`config.mk`:
```
export PLATFORM = sky130hd
export DESIGN_NAME = register_file_flat
export DESIGN_NICKNAME = d
export VERILOG_FILES = /design/src/rtl/register_file_pkg.sv /design/src/rtl/register_file_if.sv /design/src/rtl/register_file_write_addr_decoder.sv /design/src/rtl/register_file.sv /design/src/flat_wrapper.sv
export SDC_FILE = /design/constraint.sdc
export NUM_CORES = 2
export LEC_CHECK = 0
export ABC_AREA = 1
export CAP_MARGIN = 30
export CELL_PAD_IN_SITES_DETAIL_PLACEMENT = 0
export CELL_PAD_IN_SITES_GLOBAL_PLACEMENT = 2
export CORE_AREA = 5 5 397 399
export CTS_BUF_LIST = sky130_fd_sc_hd__clkbuf_8
export DETAILED_ROUTE_END_ITERATION = 8
export DIE_AREA = 0 0 402 404
export PLACE_DENSITY_LB_ADDON = 0.1
export SLEW_MARGIN = 20
export SYNTH_ARGS = -nofsm -noshare
export SYNTH_HDL_FRONTEND = slang
export SYNTH_SLANG_ARGS = --single-unit
```
`constraint.sdc`:
```
create_clock -name clk -period 2.29 [get_ports clk]
set_input_delay 0.3435 -clock clk [delete_from_list [all_inputs] [get_ports clk]]
set_output_delay 0.3435 -clock clk [all_outputs]
set_load 0.005 [all_outputs]
```
`src/rtl/register_file_pkg.sv`:
```
// Shared MIPS register-file constants and types, also used by the
// write-register select mux and the control unit.
package mips_pkg;

    localparam int DATA_W = 32;
    localparam int ADDR_W = 5;

    typedef logic [ADDR_W-1:0] reg_addr_t;
    typedef logic [DATA_W-1:0] reg_data_t;

    localparam reg_addr_t REG_ZERO = 5'd0;
    localparam reg_addr_t REG_RA   = 5'd31;

endpackage

```
`src/rtl/register_file_if.sv`:
```
// Write-back and decode-stage read bundle of the register file.
// The pipeline side is master; the register file is slave.
interface register_file_if #(
    parameter int DATA_W = 32,
    parameter int ADDR_W = 5
) ();

    logic              Reg_write;
    logic [ADDR_W-1:0] Write_reg;
    logic [DATA_W-1:0] Write_data;
    logic [ADDR_W-1:0] Read_reg_1;
    logic [ADDR_W-1:0] Read_reg_2;
    logic [DATA_W-1:0] Read_data_1;
    logic [DATA_W-1:0] Read_data_2;

    modport master (
        output Reg_write,
        output Write_reg,
        output Write_data,
        output Read_reg_1,
        output Read_reg_2,
        input  Read_data_1,
        input  Read_data_2
    );

    modport slave (
        input  Reg_write,
        input  Write_reg,
        input  Write_data,
        input  Read_reg_1,
        input  Read_reg_2,
        output Read_data_1,
        output Read_data_2
    );

endinterface

```
`src/rtl/register_file_write_addr_decoder.sv`:
```
// Turns the write-back destination address into a one-hot write strobe.
// $0 never gets a strobe; with Reg_write low the strobe is all zero even if Write_reg is X.
module write_addr_decoder #(
    parameter int ADDR_W = 5
) (
    input  logic                   Reg_write_i,
    input  logic [ADDR_W-1:0]      Write_reg_i,
    output logic [(1<<ADDR_W)-1:0] wr_strobe_o
);

    localparam int NUM_REGS = 1 << ADDR_W;

    always_comb begin
        wr_strobe_o = '0;
        if (Reg_write_i) begin
            for (int i = 1; i < NUM_REGS; i++) begin
                wr_strobe_o[i] = (Write_reg_i == ADDR_W'(i));
            end
        end
    end

endmodule

```
`src/rtl/register_file.sv`:
```
// 32 x 32 MIPS general-purpose register file: one synchronous write port,
// two asynchronous read ports with optional write-to-read bypass.
module register_file #(
    parameter int DATA_W = 32,
    parameter int ADDR_W = 5,
    parameter bit BYPASS = 1'b1
) (
    input  logic           clk,
    input  logic           rst_n,
    register_file_if.slave rf
);

    import mips_pkg::*;

    localparam int NUM_REGS = 1 << ADDR_W;

    logic [NUM_REGS-1:0] wr_strobe;
    logic [DATA_W-1:0]   regs_q [1:NUM_REGS-1];
    logic [DATA_W-1:0]   regs_d [1:NUM_REGS-1];
    logic                bypass_en;
    logic [DATA_W-1:0]   rd_data_1;
    logic [DATA_W-1:0]   rd_data_2;

    write_addr_decoder #(
        .ADDR_W (ADDR_W)
    ) u_write_addr_decoder (
        .Reg_write_i (rf.Reg_write),
        .Write_reg_i (rf.Write_reg),
        .wr_strobe_o (wr_strobe)
    );

    always_comb begin
        regs_d = regs_q;
        for (int i = 1; i < NUM_REGS; i++) begin
            if (wr_strobe[i]) begin
                regs_d[i] = rf.Write_data;
            end
        end
    end

    // Reset wins over a same-edge write; $0 has no storage at all.
    always_ff @(posedge clk) begin
        if (!rst_n) begin
            for (int i = 1; i < NUM_REGS; i++) begin
                regs_q[i] <= '0;
            end
        end else begin
            regs_q <= regs_d;
        end
    end

    // The forwarded value is not a real write while reset is held, so no bypass then.
    assign bypass_en = BYPASS && rst_n && rf.Reg_write;

    always_comb begin
        if (rf.Read_reg_1 == REG_ZERO) begin
            rd_data_1 = '0;
        end else if (bypass_en && (rf.Write_reg == rf.Read_reg_1)) begin
            rd_data_1 = rf.Write_data;
        end else begin
            rd_data_1 = regs_q[rf.Read_reg_1];
        end
    end

    always_comb begin
        if (rf.Read_reg_2 == REG_ZERO) begin
            rd_data_2 = '0;
        end else if (bypass_en && (rf.Write_reg == rf.Read_reg_2)) begin
            rd_data_2 = rf.Write_data;
        end else begin
            rd_data_2 = regs_q[rf.Read_reg_2];
        end
    end

    assign rf.Read_data_1 = rd_data_1;
    assign rf.Read_data_2 = rd_data_2;

endmodule

```
`src/flat_wrapper.sv`:
```
// flat-port wrapper written by rule: the top's interface ports become plain ports
module register_file_flat import mips_pkg::*;
#(
    parameter int DATA_W = 32,
    parameter int ADDR_W = 5,
    parameter bit BYPASS = 1'b1
)
  (clk, rst_n, rf_Reg_write, rf_Write_reg, rf_Write_data, rf_Read_reg_1, rf_Read_reg_2, rf_Read_data_1, rf_Read_data_2);
  register_file_if #(.DATA_W(DATA_W), .ADDR_W(ADDR_W)) rf_i ();
  input  logic clk;
  input  logic rst_n;
  input wire logic [$bits(rf_i.Reg_write)-1:0] rf_Reg_write;
  input wire logic [$bits(rf_i.Write_reg)-1:0] rf_Write_reg;
  input wire logic [$bits(rf_i.Write_data)-1:0] rf_Write_data;
  input wire logic [$bits(rf_i.Read_reg_1)-1:0] rf_Read_reg_1;
  input wire logic [$bits(rf_i.Read_reg_2)-1:0] rf_Read_reg_2;
  output wire logic [$bits(rf_i.Read_data_1)-1:0] rf_Read_data_1;
  output wire logic [$bits(rf_i.Read_data_2)-1:0] rf_Read_data_2;
  assign rf_i.Reg_write = rf_Reg_write;
  assign rf_i.Write_reg = rf_Write_reg;
  assign rf_i.Write_data = rf_Write_data;
  assign rf_i.Read_reg_1 = rf_Read_reg_1;
  assign rf_i.Read_reg_2 = rf_Read_reg_2;
  assign rf_Read_data_1 = rf_i.Read_data_1;
  assign rf_Read_data_2 = rf_i.Read_data_2;
  register_file #(.DATA_W(DATA_W), .ADDR_W(ADDR_W), .BYPASS(BYPASS)) u_core (.clk(clk), .rst_n(rst_n), .rf(rf_i));
endmodule
```
==> flow_metrics.py <==
metrics = {
    "outcome": {
        "status": "finished, violations left",
        "violations": "setup timing",
    },
    "synthesis": {
        "syn_area_per_cell_um2": 6.18,
        "synth-edff-count": 0,
        "ys_warn_count": 0,
        "synth_area_um2": 55000,
        "ys_types": 24,
        "synth_most_common_cell": "nand2_1",
        "synthTopCellsByCount": "nand2_1 (2046), nand3_1 (1310), a21oi_1 (1120)",
        "ys_seq_area_frac": 0.361,
        "synthArstFlopShare": 0,
        "yosys_register_bits": 992,
        "synth-main-ff-cell": "dfxtp_1",
        "synth_top_area_cell": "dfxtp_1",
        "synth_area_leaders": "dfxtp_1 (36%), nand2_1 (14%), nand3_1 (12%)",
        "synth_top_area_frac": 0.361,
        "syn_nets": 8950,
        "postSynthCellCount": 8900,
    },
    "timing": {
        "maxSlewViolCount": 0,
        "max-slew-margin-rel": 0.0104,
        "hold_violations": 0,
        "hold_slack_ns": 0.0659,
        "clock_skew_ns": 0,
        "post-route-period-util": 1.21,
        "fmax_ghz": 0.361,
        "rsz0062_at_grt": "true",
        "tightest_slew_ns": 1.48,
        "setup_viol": 64,
        "fin_tns_setup_ns": -14.96,
        "worst_slack_ns": -0.477,
        "finalCriticalPeriod_ns": 2.77,
    },
    "route": {
        "ant_nets": 0,
        "drc_errors": 0,
        "drt-initial-drc-count": 6846,
        "wire_per_inst_um": 25.8,
        "firstDrtPassIters": 6,
        "finalWirelength_um": 295000,
        "routed_via_density": 5.59,
        "num_vias": 63800,
    },
    "floorplanning": {
        "initial_core_util": 0.358,
        "pin_count": 114,
        "die_w_um": 402,
        "fp.dieH_um": 404,
        "rows": 144,
        "coreArea_um2": 154000,
        "dieArea_um2": 162000,
    },
    "global_routing": {
        "grt_overflow": 0,
        "antenna_found_initial": 15,
        "busiest_layer": "met2",
        "grtUsageMet1": 0.467,
        "grt_pass1_wl_um": 423000,
        "met2_usage": 0.535,
        "grt_max_degree": 238,
        "grt_use_met3": 0.0837,
        "grt_usage": 0.347,
        "grt_pass1_vias": 59300,
    },
    "pwr": {
        "ir_worst_vdd_uv": 566,
        "power_leakage_nw": 30.3,
        "p_per_area_nw_per_um2": 610,
    },
    "setup_path": {
        "cp.arrival_ns": 2.42,
        "crit_slowest_cell": "dfxtp_4",
        "critPathCaptureType": "output pin",
        "critPathTopFamily": "simple AND/OR/NAND/NOR gates",
        "startpoint_type": "flip-flop",
        "slowest_delay_ns": 0.35,
        "worst-path-max-fanout": 3,
        "critical_path_buf_inv_count": 2,
        "crit_required_ns": 1.95,
        "critical_path_class": "reg -> out",
        "cp_cell_sequence": "buf_12, nor2_4, nor2_1, o21ai_1, nand3_1, nand3_2, nand3_4, nand2_8, a21oi_2, buf_2",
    },
    "clock_tree": {
        "cts_tree": "done",
        "htreeDepth": 4,
        "insertion_delay_ns": 0.93,
        "clockRootBuffer": "clkbuf_8",
        "hold_buffers": 0,
        "cts_num_sinks": 992,
        "numCtsBuffers": 194,
        "clockBufferDepth": 3,
        "cts.clk_slew.worst_paths_ns": 0.06,
    },
    "placement": {
        "portBuffers": 113,
        "hpwl_um": 192000,
        "gp_congestion": 0.923,
        "pre_cts_slack_ns": -1.01,
    },
    "flow_run": {
        "maxCapViolations": 0,
    },
    "cells_and_area": {
        "num-nets-final": 9258,
        "fillers": 16000,
        "largest_register": "u_core.regs_q",
        "largest_reg_flops": 992,
        "reg_top3": "u_core.regs_q: 992 flops",
        "drive_gt1_frac": 0.277,
        "area_growth_pct": 33.0,
    },
    "worst_hold_path": {
        "min_path_type": "in -> reg",
    },
}
==> layer usage <==
metal  wire length, um  up-vias
met1            126000    30500
li1                  -    29900
met2            128000     2733
met3             26800      635
met5                13        -
met4             13300        2
==> final timing paths <==
path / start / cells past startpoint / slack (ns) / end
worst min-delay path: rst_n / 5 / 0.07 / u_core.regs_q[813]
worst min register to register: u_core.regs_q[822] / 2 / 0.45 / u_core.regs_q[822]
worst max register to register: u_core.regs_q[872] / 4 / 1.49 / u_core.regs_q[872]
worst max-delay path: u_core.regs_q[574] / 10 / -0.48 / rf_Read_data_1[30]
==> cells by family (layout without fill, tap and decap cells) <==
family	after synthesis	count (layout)	share of synthesized area
compound gates	2335	2335	0.219
buf+inv	1797	2252	0.129
xor+xnor	3	3	0.000478
flops	992	992	0.361
other cells	0	11	0
simple gates	3773	3773	0.291
==> tightest hold or removal path: stages <==
cell     delay (ns)
buf_8          0.10
buf_4          0.13
buf_12         0.20
o21ai_0        0.12
a21oi_1        0.05
==> stage by stage <==
stage | area, um2 | instances | power [W] | util
2_1_floorplan | 55000 | 8900 | 0.0216 | -
3_3_place_gp | 64900 | 11000 | 0.0257 | 0.423
3_5_place_dp | 64900 | 11000 | 0.0257 | 0.423
4_1_cts | 70800 | 11400 | 0.0444 | 0.461
5_1_grt | 73200 | 11400 | 0.0462 | 0.477
6_report | 73200 | 11400 | 0.0446 | 0.477
==> power breakdown <==
part	internal, W	switching (W)	total (W)
clock	0.00992	0.00857	0.0185
sequential	0.0175	0.000110	0.0176
combinational	0.00294	0.00556	0.00851
total	0.0304	0.0142	0.0446
==> repair_timing <==
action	4_1_cts	5_1_grt
cloned	2	2
endpoints found under the setup margin	64	64
pin swaps	344	394
endpoints found under the hold margin	0	0
gates resized for setup	1093	751
buffers inserted	14	21
==> cell usage in the layout, fill, tap and decap left out, drive strengths merged <==
cell type and count:
nand3b 9, nand3 1310, clkinv 11, nor2 331, a21oi 1120, dlygate4sd2 3
xor2 3, nand4 53, o22ai 4, clkbuf 259, o21ai 1075, dfxtp 992
inv 1043, diode 11, buf 898, nand2 2048, dlymetal6s2s 3, clkdlybuf4s50 32
nor3 22, o211ai 136, clkinvlp 3
==> final cells by class <==
| type | count | area, um2 | area share |
|---|---|---|---|
| diodes | 11 | 27.5 | 0.000376 |
| inverters | 971 | 3700 | 0.0506 |
| clock inverters | 86 | 378 | 0.00516 |
| well taps | 2044 | 2560 | 0.0349 |
| repair buffers | 938 | 10500 | 0.144 |
| flip-flops and latches | 992 | 20400 | 0.278 |
| multi-input cells | 6111 | 32100 | 0.439 |
| clock buffers | 257 | 3540 | 0.0483 |
(Power assumes the default switching activity.)
